File: src/rtl/vga_sync.sv
// 640x480@60 Hz VGA timing generator: pixel-rate enable, h/v counters,
// registered sync pulses aligned with the counters, display-area and frame flags.
module vga_sync #(
  parameter int unsigned CLK_DIV   = 2,
  parameter int unsigned H_DISPLAY = 640,
  parameter int unsigned H_FRONT   = 16,
  parameter int unsigned H_RETRACE = 96,
  parameter int unsigned H_BACK    = 48,
  parameter int unsigned V_DISPLAY = 480,
  parameter int unsigned V_FRONT   = 10,
  parameter int unsigned V_RETRACE = 2,
  parameter int unsigned V_BACK    = 33,
  parameter bit          SYNC_POL  = 1'b0
) (
  input  logic       clk,
  input  logic       reset,
  output logic       p_tick,
  output logic [9:0] pix_x,
  output logic [9:0] pix_y,
  output logic       video_on,
  output logic       hsync,
  output logic       vsync,
  output logic       frame_tick
);

  localparam int unsigned H_TOTAL = H_DISPLAY + H_FRONT + H_RETRACE + H_BACK;
  localparam int unsigned V_TOTAL = V_DISPLAY + V_FRONT + V_RETRACE + V_BACK;
  localparam int unsigned DIV_W   = (CLK_DIV > 1) ? $clog2(CLK_DIV) : 1;

  localparam logic [DIV_W-1:0] DIV_LAST = DIV_W'(CLK_DIV - 1);
  localparam logic [9:0] H_LAST    = 10'(H_TOTAL - 1);
  localparam logic [9:0] V_LAST    = 10'(V_TOTAL - 1);
  localparam logic [9:0] H_VIS     = 10'(H_DISPLAY);
  localparam logic [9:0] V_VIS     = 10'(V_DISPLAY);
  localparam logic [9:0] H_SYNC_LO = 10'(H_DISPLAY + H_FRONT);
  localparam logic [9:0] H_SYNC_HI = 10'(H_DISPLAY + H_FRONT + H_RETRACE - 1);
  localparam logic [9:0] V_SYNC_LO = 10'(V_DISPLAY + V_FRONT);
  localparam logic [9:0] V_SYNC_HI = 10'(V_DISPLAY + V_FRONT + V_RETRACE - 1);

  logic [DIV_W-1:0] r_div_cnt;
  logic [9:0]       r_pix_x;
  logic [9:0]       r_pix_y;
  logic             r_hsync;
  logic             r_vsync;

  logic             w_tick;
  logic             w_h_end;
  logic             w_v_end;
  logic [9:0]       w_x_next;
  logic [9:0]       w_y_next;
  logic             w_hs_act;
  logic             w_vs_act;

  // Tick is masked by reset so that CLK_DIV = 1 still shows no tick while held.
  always_comb begin
    w_tick   = (r_div_cnt == DIV_LAST) && !reset;
    w_h_end  = (r_pix_x == H_LAST);
    w_v_end  = (r_pix_y == V_LAST);
    w_x_next = r_pix_x;
    w_y_next = r_pix_y;
    if (w_tick) begin
      w_x_next = w_h_end ? '0 : r_pix_x + 10'd1;
      if (w_h_end) begin
        w_y_next = w_v_end ? '0 : r_pix_y + 10'd1;
      end
    end
    w_hs_act = (w_x_next >= H_SYNC_LO) && (w_x_next <= H_SYNC_HI);
    w_vs_act = (w_y_next >= V_SYNC_LO) && (w_y_next <= V_SYNC_HI);
  end

  // Syncs are decoded from next-state counters so they switch on the same edge.
  always_ff @(posedge clk) begin
    if (reset) begin
      r_div_cnt <= '0;
      r_pix_x   <= '0;
      r_pix_y   <= '0;
      r_hsync   <= ~SYNC_POL;
      r_vsync   <= ~SYNC_POL;
    end else begin
      r_div_cnt <= (r_div_cnt == DIV_LAST) ? '0 : r_div_cnt + DIV_W'(1);
      r_pix_x   <= w_x_next;
      r_pix_y   <= w_y_next;
      r_hsync   <= w_hs_act ? SYNC_POL : ~SYNC_POL;
      r_vsync   <= w_vs_act ? SYNC_POL : ~SYNC_POL;
    end
  end

  assign p_tick     = w_tick;
  assign pix_x      = r_pix_x;
  assign pix_y      = r_pix_y;
  assign video_on   = (r_pix_x < H_VIS) && (r_pix_y < V_VIS);
  assign hsync      = r_hsync;
  assign vsync      = r_vsync;
  assign frame_tick = w_tick && w_h_end && w_v_end;

endmodule

File: config.mk
export PLATFORM = sky130hd
export DESIGN_NAME = vga_sync
export DESIGN_NICKNAME = d
export VERILOG_FILES = /design/src/rtl/vga_sync.sv
export SDC_FILE = /design/constraint.sdc
export NUM_CORES = 1
export LEC_CHECK = 0
export ABC_AREA = 1
export CORE_MARGIN = 5
export CORE_UTILIZATION = 50
export DETAILED_ROUTE_END_ITERATION = 16
export PLACE_DENSITY = 0.78
export SYNTH_ARGS = -nofsm -noshare
export SYNTH_HDL_FRONTEND = slang
export SYNTH_SLANG_ARGS = --single-unit
File: constraint.sdc
create_clock -name clk -period 2.9 [get_ports clk]
set_clock_uncertainty 0.15 [all_clocks]
set_input_delay 0.29 -clock clk [delete_from_list [all_inputs] [get_ports clk]]
set_output_delay 0.29 -clock clk [all_outputs]
set_load 0.01 [all_outputs]
==> results.txt, run 1 <==
Fin crit share: 88.00%
Pin count of the biggest net entering global routing: 14
Vias in the first global route: 1323
Clk_lat worst skew: 0.31 ns
Drt pass-1 iters: 6
Sequential cell area: 460.4 um2
Vias: 1301
Netlist Area Pre-Place: 1331 um2
Gr usage total: 19.22%
# placed instances: 252
Final critical-path setup slack: 0.3480 ns
Actual slew at the worst max-slew pin: 0.3571 ns
Top post-synthesis cells by area: dfxtp_1 (35%), nand2_1 (14%), nor2_1 (9.9%)
First-pass GRT wire length: 5.471 mm
Post-synthesis mux area share: 0%
Cell row count: 18
Share of cells above drive strength 1: 11.06%
WL final: 3.220 mm
Overflow after GRT: 0
Cts-stage hold buffer count: 0
CTS Buf Count: 3
Top-Level Pins: 27
Starting Density: 52.78%
Synth area leader: dfxtp_1
Core ar.: 2522 um2
Number of flops mapped to enable cells by yosys: 0
Nets: 232
CP endpoint kind: output pin
Synth Area in Adders: 2.820%
Initial antenna violation count: 0
RSZ-0062 raised after global routing: false
Most common cell after layout, fill and taps aside: nand2_1
Placement Cell Area: 1628 um2
Post-route antenna net violation count: 0
Max-slew violations: 0
CTS max path bufs: 2
Synthesized area per cell: 6.758 um2
CTS clk-pin slew, worst paths: 0.13 ns
Post-CTS resize count: 0
Syn Inst Count: 197
Starting DRC count in detailed routing: 93
I/O Buffers: 26
Avg WL per Cell: 12.58 um
P&R area growth vs syn: 24.34%
Type of the most critical hold path: flip-flop to flip-flop
Finished Cell Area: 1655 um2
Area of the multi-input gates: 758.2 um2
DIE AREA: 3795 um2
TritonCTS clock tree: done
Setup Viol. Count Final: 0
Synth Area in XOR/XNOR: 2.632%
CP max stage cell: clkdlybuf4s50_1
Via/cell ratio: 5.082
H-Tree Depth: 1
Hold Vio Cnt, Final: 0
Tightest hold margin: 0.3836 ns
RD Place Congestion: 0.8869
Synth Net Count: 202
Fraction of the mapped netlist area in compound gates: 6.485%
Area share of the largest cell type after synthesis: 34.59%
Worst Setup Start Kind: flip-flop
Cells along the critical path: ha_1, nand2_1, nor2_4, nand4_4, nor2_1, clkdlybuf4s50_1
PD cells: 300.8 nW/um2
Netlist cell types: 29
Post-Layout Cell Count: 256
Synthesis Warnings: 0
Largest stage delay, worst path: 0.56 ns
Ant diodes: 0
Simple-gate share of the synthesized area: 45.02%
Pre-CTS setup slack: 0.4121 ns
Data required time of the critical path: 2.46 ns
Ys async rst share: 0%
Max Cap Viol: 0
Min Tclk post-route: 2.552 ns
Clock root buffer: clkbuf_4
Worst Path Max Fanout: 9
Kind of critical path: flip-flop to output pin
Number of clock sinks: 23
Leakage: 0.0006975 uW
CP arrival: 2.11 ns
Post-synth top flop: dfxtp_1
Largest family of logic cells by synthesized area: simple AND/OR/NAND/NOR gates
Setup tns final: 0 ns
Fill cells: 234
Maximum clock frequency: 391.9 MHz
DP HPWL: 2.508 mm
Worst vdd ir: 0.2453 mV
Register area share after synthesis: 34.59%
Most frequent cells in the layout: nand2_1 (49), nor2_1 (35), clkdlybuf4s50_1 (26)
Setup repair bufs after CTS: 0
Status: completed
Die W: 61.60 um
Number of synthesized register bits: 23
Die H: 61.60 um
Remaining DRCs: 0
Relative slew slack: 76.03%
[worst paths after layout]
check | startpoint | end | slack, ns | depth (start not counted)
worst max-delay path | pix_x[0]$_SDFF_PP0_ | frame_tick | 0.35 | 6
worst min-delay path | r_div_cnt$_SDFF_PP0_ | r_div_cnt$_SDFF_PP0_ | 0.38 | 1
worst max register to register | pix_y[0]$_SDFF_PP0_ | vsync$_SDFF_PP1_ | 1.02 | 11
worst min register to register | r_div_cnt$_SDFF_PP0_ | r_div_cnt$_SDFF_PP0_ | 0.38 | 1
[sequential cells by signal (all words and copies together), names as in the netlist]
signal,count
hsync,1
pix_x,10
pix_y,10
r_div_cnt,1
vsync,1
[Yosys cell counts, types with 3 or more instances]
cell	n
nand2_1	49
nor2_1	35
dfxtp_1	23
inv_1	18
nand3_1	18
inv_2	7
a21oi_1	5
nand4_1	4
nor3_1	4
o21ai_1	4
ha_1	3
nand2_2	3
nor2_4	3
[cell type report]
cell class / instances / share of cell area (%)
Multi-Input combinational cell: 145 / 45.80
Timing Repair Buffer: 27 / 16.18
Clock buffer: 3 / 1.361
Tap cell: 30 / 2.268
Inverter: 27 / 6.274
Clock inverter: 1 / 0.3023
Sequential cell: 23 / 27.82
[layer usage]
| layer | vias to the layer above | track usage [%] | routed length, um |
|---|---|---|---|
| met3 | 4 | 3.145 | 130 |
| met5 | - | 0 | 0 |
| met2 | 28 | 33.63 | 1608 |
| met1 | 585 | 22.64 | 1435 |
| met4 | 0 | 9.091 | 46 |
| li1 | 684 | - | - |
[logic make-up (layout without fill, tap and decap cells)]
| family | count (synthesis) | count (layout) |
|---|---|---|
| adders and majority gates | 3 | 3 |
| and+or+nand+nor | 123 | 123 |
| xor gates and xnor gates | 4 | 4 |
| DFF | 23 | 23 |
| AOI/OAI and AO/OA | 15 | 15 |
| buffers and inverters | 29 | 58 |
[report_power, final]
group | leakage (uW) | switching, uW | internal (uW)
Sequential | 0.000186 | 2.86 | 319
Clock | 0.0000177 | 101 | 51.6
Combinational | 0.000494 | 15.0 | 9.21
[through the flow]
stage          power [uW]  util, %
2_1_floorplan       342.3        -
3_3_place_gp        351.7    64.53
3_5_place_dp        352.7    64.53
4_1_cts             504.2    65.63
5_1_grt             524.7    65.63
6_report            497.9    65.63
[worst max-delay path, delay by kind of cell (launching register included)]
family | cells | cell delay [ns]
and+or+nand+nor | 4 | 0.65
DFF | 1 | 0.42
adders and majority gates | 1 | 0.18
buffers and inverters | 1 | 0.56
(Power assumes the default switching activity.)
==> run 2, diff against run 1 <==
--- a/config.mk
+++ b/config.mk
@@ -10,6 +10,7 @@
 export CORE_UTILIZATION = 50
 export DETAILED_ROUTE_END_ITERATION = 16
 export PLACE_DENSITY = 0.78
+export REMOVE_ABC_BUFFERS = 1
 export SYNTH_ARGS = -nofsm -noshare
 export SYNTH_HDL_FRONTEND = slang
 export SYNTH_SLANG_ARGS = --single-unit
==> results.txt, run 2 (synthesis results as in run 1) <==
RSZ-0062 raised after global routing: false
Type of the most critical hold path: flip-flop to flip-flop
Core ar.: 2522 um2 (unchanged)
Setup Viol. Count Final: 0 (unchanged)
TritonCTS clock tree: done
Max-slew violations: 0 (unchanged)
Post-route antenna net violation count: 0 (unchanged)
Number of clock sinks: 23 (unchanged)
Actual slew at the worst max-slew pin: 0.3866 ns (+0.02946 ns)
DIE AREA: 3795 um2 (unchanged)
Crit Reg-Reg Endpoint: vsync$_SDFF_PP1_
Die W: 61.60 um (unchanged)
Worst Setup Start Kind: flip-flop
Hold Vio Cnt, Final: 0 (unchanged)
Initial antenna violation count: 0 (unchanged)
Drt pass-1 iters: 4 (-2)
Largest stage delay, worst path: 0.57 ns (about the same)
Top-Level Pins: 27 (unchanged)
H-Tree Depth: 1 (unchanged)
Most common cell after layout, fill and taps aside: nand2_1
Post-CTS resize count: 0 (unchanged)
PD cells: 296.8 nW/um2 (-1.3%)
Setup tns final: 0 ns (unchanged)
Hold Path End: r_div_cnt$_SDFF_PP0_
CP arrival: 2.15 ns (+0.04 ns)
Status: completed
Leakage: 0.0006948 uW (-0.39%)
Nets: 232 (unchanged)
Share of cells above drive strength 1: 10.62% (-0.44 points)
Cts-stage hold buffer count: 0 (unchanged)
Remaining DRCs: 0 (unchanged)
Clock power share: 29.6% (-1.0 points)
Hold path start: r_div_cnt$_SDFF_PP0_
Kind of critical path: flip-flop to output pin
Starting DRC count in detailed routing: 57 (-39%)
Ant diodes: 0 (unchanged)
Clk_lat worst skew: 0.30 ns (about the same)
Worst Path Max Fanout: 9 (unchanged)
Switch share: 22.35% (-1.5 points)
Reg2reg setup slack: 1.01 ns (about the same)
Finished Cell Area: 1654 um2 (about the same)
Vias in the first global route: 1281 (-3.2%)
Vias: 1350 (+3.8%)
Die H: 61.60 um (unchanged)
Starting Density: 52.78% (unchanged)
Switching pwr: 109.8 uW (-7.5%)
Cell row count: 18 (unchanged)
First-pass GRT wire length: 5.209 mm (-4.8%)
Overflow after GRT: 0 (unchanged)
CP max stage cell: clkdlybuf4s50_1
CP endpoint kind: output pin
Post-layout util: 65.58% (about the same)
Maximum clock frequency: 385.4 MHz (-1.6%)
Min Tclk post-route: 2.595 ns (+0.04269 ns)
Gr usage total: 17.96% (-1.3 points)
Data required time of the critical path: 2.46 ns (about the same)
P&R area growth vs syn: 24.25% (about the same)
WL final: 3.036 mm (-5.7%)
Placement Cell Area: 1628 um2 (unchanged)
CTS Buf Count: 3 (unchanged)
Avg WL per Cell: 11.86 um (-5.7%)
Max Cap Viol: 0 (unchanged)
Via/cell ratio: 5.273 (+3.8%)
I/O Buffers: 26 (unchanged)
Relative slew slack: 74.05% (-2.0 points)
Internal power: 381.2 uW (+0.51%)
Fin crit share: 89.47% (+1.5 points)
Setup repair bufs after CTS: 0 (unchanged)
R2r worst-path depth: 10 (-1)
RD Place Congestion: 0.9097 (+2.6%)
Clock root buffer: clkbuf_4
Pin count of the biggest net entering global routing: 14 (unchanged)
Sequential power share: 65.4% (+0.9 points)
DP HPWL: 2.392 mm (-4.6%)
Worst vdd ir: 0.3420 mV (+39%)
CTS clk-pin slew, worst paths: 0.12 ns (about the same)
RR Startpoint: pix_x[0]$_SDFF_PP0_
CTS max path bufs: 2 (unchanged)
Most frequent cells in the layout: nand2_1 (49), nor2_1 (35), clkdlybuf4s50_1 (26)
Fill cells: 233 (-0.43%)
Final Power: 491.0 uW (-1.4%)
Hold path depth: 1 (unchanged)
Cells along the critical path: ha_1, nand2_1, nor2_4, nand4_4, nor2_1, clkdlybuf4s50_1
Logic gate share of total power: 5.0% (about the same)
## run 2: final cells by class
cell class / instances / area [um2] / area share, %
inverter: 27 / 103.9 / 6.278
sequential: 23 / 460.4 / 27.84
timing repair buffer: 27 / 267.8 / 16.19
tap: 30 / 37.54 / 2.269
clock buffer: 4 / 26.28 / 1.588
multi-input combinational: 145 / 758.2 / 45.84
## run 2: how the worst max path moves through the flow
stage | startpoint | endpoint | slack, ns | depth (start not counted)
detailed placement | reset | frame_tick | 0.39 | 7
global route | pix_x[0]$_SDFF_PP0_ | frame_tick | 0.13 | 6
CTS | pix_x[0]$_SDFF_PP0_ | frame_tick | 0.30 | 6
global placement | reset | frame_tick | 0.43 | 7
finish | pix_x[0]$_SDFF_PP0_ | frame_tick | 0.31 | 6
floorplan | pix_x[0]$_SDFF_PP0_ | vsync$_SDFF_PP1_ | 1.17 | 8
## run 2: layer usage
metal,global-route usage (%),vias to the layer above,share of wire [%]
met1,23.06,603,45
li1,-,684,-
met2,29.15,55,47
met5,0,-,0
met3,2.516,8,6.5
met4,9.091,0,1.9
## run 2: power groups by stage
| stage | sequential (uW) | combinational (uW) | clock (uW) |
|---|---|---|---|
| 4_1_cts | 321 | 24.5 | 153 |
| 3_3_place_gp | 328 | 24.1 | 0 |
| 6_report | 321 | 24.5 | 145 |
| 2_1_floorplan | 329 | 11.5 | 0 |
| 3_5_place_dp | 328 | 24.3 | 0 |
| 5_1_grt | 322 | 27.1 | 165 |
## run 2: critical path: cells and delay by family (launching register included)
family / cells / cell delay [ns]
DFF: 1 / 0.42
adders and majority gates: 1 / 0.19
buffers and inverters: 1 / 0.57
and+or+nand+nor: 4 / 0.69
## run 2: per-stage QoR
| step | hold slack, ns | std cells | setup slack, ns |
|---|---|---|---|
| 2_1_floorplan | 0.2124 | 195 | 1.174 |
| 3_3_place_gp | 0.3460 | 252 | 0.4348 |
| 3_5_place_dp | 0.3512 | 252 | 0.3892 |
| 4_1_cts | 0.3694 | 256 | 0.2955 |
| 5_1_grt | 0.3927 | 256 | 0.1343 |
| 6_report | 0.3621 | 256 | 0.3053 |
==> run 3, diff against run 2 <==
--- a/config.mk
+++ b/config.mk
@@ -11,6 +11,7 @@
 export DETAILED_ROUTE_END_ITERATION = 16
 export PLACE_DENSITY = 0.78
 export REMOVE_ABC_BUFFERS = 1
+export SKIP_CTS_REPAIR_TIMING = 1
 export SYNTH_ARGS = -nofsm -noshare
 export SYNTH_HDL_FRONTEND = slang
 export SYNTH_SLANG_ARGS = --single-unit
==> constraint.sdc (replaced) <==
create_clock -name clk -period 3 [get_ports clk]
set_clock_uncertainty 0.15 [all_clocks]
set_input_delay 0.3 -clock clk [delete_from_list [all_inputs] [get_ports clk]]
set_output_delay 0.3 -clock clk [all_outputs]
set_load 0.01 [all_outputs]
==> results.txt, run 3 (synthesis results as in run 1) <==
Status: completed
Post-layout util: 65.58% (unchanged)
Final Power: 478.3 uW (-2.6%)
Starting Density: 52.78% (unchanged)
Switching pwr: 109.6 uW (-0.11%)
Clock root buffer: clkbuf_4
# placed instances: 252 (unchanged)
Internal power: 368.6 uW (-3.3%)
Via/cell ratio: 5.234 (-0.74%)
Min Tclk post-route: 2.594 ns
First-pass GRT wire length: 5.361 mm (+2.9%)
Gr usage total: 18.82% (+0.86 points)
Max-slew violations: 0 (unchanged)
Vias: 1340 (-0.74%)
Starting DRC count in detailed routing: 55 (-3.5%)
DIE AREA: 3795 um2 (unchanged)
Reg2reg setup slack: 1.08 ns (+0.07 ns)
Data required time of the critical path: 2.55 ns (+0.09 ns)
Pre-CTS setup slack: 0.4734 ns (+0.08425 ns)
CTS Buf Count: 3 (unchanged)
Number of clock sinks: 23 (unchanged)
DP HPWL: 2.485 mm (+3.9%)
Nets: 232 (unchanged)
Vias in the first global route: 1335 (+4.2%)
Top-Level Pins: 27 (unchanged)
Worst Setup Start Kind: flip-flop
Kind of critical path: flip-flop to output pin
CTS max path bufs: 2 (unchanged)
Sequential power share: 64.9% (-0.5 points)
Initial antenna violation count: 0 (unchanged)
Setup Viol. Count Final: 0 (unchanged)
R2r worst-path depth: 11 (+1)
Most frequent cells in the layout: nand2_1 (49), nor2_1 (35), clkdlybuf4s50_1 (26)
Max Cap Viol: 0 (unchanged)
Maximum clock frequency: 385.5 MHz
Ant diodes: 0 (unchanged)
Leakage: 0.0006948 uW (unchanged)
Core ar.: 2522 um2 (unchanged)
Post-Layout Cell Count: 256 (unchanged)
Actual slew at the worst max-slew pin: 0.3792 ns (-0.007402 ns)
CP arrival: 2.14 ns (about the same)
Relative slew slack: 74.55% (+0.50 points)
Most common cell after layout, fill and taps aside: nand2_1
Worst Path Max Fanout: 9 (unchanged)
Grt met3 use: 3.983% (+1.5 points)
Met1 usage: 21.83% (-1.2 points)
Logic gate share of total power: 4.9% (about the same)
Hold Path End: r_div_cnt$_SDFF_PP0_
CTS clk-pin slew, worst paths: 0.12 ns (about the same)
WL final: 3.147 mm (+3.7%)
H-Tree Depth: 1 (unchanged)
P&R area growth vs syn: 24.25% (unchanged)
PD cells: 289.1 nW/um2 (-2.6%)
Hold path start: r_div_cnt$_SDFF_PP0_
Global route hottest layer: met2
Type of the most critical hold path: flip-flop to flip-flop
Fin crit share: 86.48%
Setup tns final: 0 ns (unchanged)
Worst vdd ir: 0.3106 mV (-9.2%)
Die W: 61.60 um (unchanged)
Post-route antenna net violation count: 0 (unchanged)
Drt pass-1 iters: 4 (unchanged)
RR Startpoint: pix_y[0]$_SDFF_PP0_
Switch share: 22.92% (+0.57 points)
Crit Reg-Reg Endpoint: vsync$_SDFF_PP1_
I/O Buffers: 26 (unchanged)
Hold Vio Cnt, Final: 0 (unchanged)
RD Place Congestion: 0.9092 (about the same)
Share of cells above drive strength 1: 10.62% (unchanged)
RSZ-0062 raised after global routing: false
Hold path depth: 1 (unchanged)
Final critical-path setup slack: 0.4057 ns (+0.1004 ns)
Avg WL per Cell: 12.29 um (+3.7%)
Cell row count: 18 (unchanged)
Remaining DRCs: 0 (unchanged)
Overflow after GRT: 0 (unchanged)
Clk_lat worst skew: 0.31 ns (about the same)
Pin count of the biggest net entering global routing: 14 (unchanged)
Global routing usage on met2: 32.14% (+3.0 points)
TritonCTS clock tree: done
Die H: 61.60 um (unchanged)
Clock power share: 30.1% (+0.5 points)
CP endpoint kind: output pin
==> run 3: cell counts in the layout (fill, tap and decap cells not counted) <==
Identical to the previous run, type by type.
==> run 3: per-layer routing <==
metal / vias up / wire, um
met1: 615 / 1457
met2: 36 / 1488
met3: 5 / 157
li1: 684 / -
met4: 0 / 44
met5: - / 0
==> run 3: worst max-delay path by stage <==
stage | to | startpoint | cells past startpoint
2_1_floorplan | vsync$_SDFF_PP1_ | pix_x[0]$_SDFF_PP0_ | 8
3_3_place_gp | frame_tick | reset | 7
3_5_place_dp | frame_tick | reset | 7
4_1_cts | frame_tick | pix_x[0]$_SDFF_PP0_ | 6
5_1_grt | frame_tick | pix_x[0]$_SDFF_PP0_ | 6
6_report | frame_tick | pix_x[0]$_SDFF_PP0_ | 6
==> run 3: cell type report <==
class                   count  area, um2
well taps                  30      37.54
flip-flops and latches     23      460.4
fillers                   235      868.3
inverters                  27      103.9
multi-input cells         145      758.2
repair buffers             27      267.8
clock buffers               4      26.28
==> run 3: power by group through the flow <==
stage          clock network, uW  registers, uW  logic (uW)
4_1_cts                      150            311        23.9
6_report                     144            311        23.6
3_3_place_gp                   0            317        23.3
2_1_floorplan                  0            318        11.1
5_1_grt                      167            311        25.7
3_5_place_dp                   0            317        23.8
==> run 3: through the flow <==
step | cell area [um2] | hold slack (ns)
finish | 1654 | 0.3616
global route | 1654 | 0.3899
CTS | 1654 | 0.3705
detailed placement | 1628 | 0.3521
global placement | 1628 | 0.3457
floorplan | 1323 | 0.2224
==> run 3: critical path, stage by stage, from the launching register on <==
cell	delay, ns
dfxtp_1	0.42
ha_1	0.19
nand2_1	0.12
nor2_4	0.16
nand4_4	0.18
nor2_1	0.20
clkdlybuf4s50_1	0.57
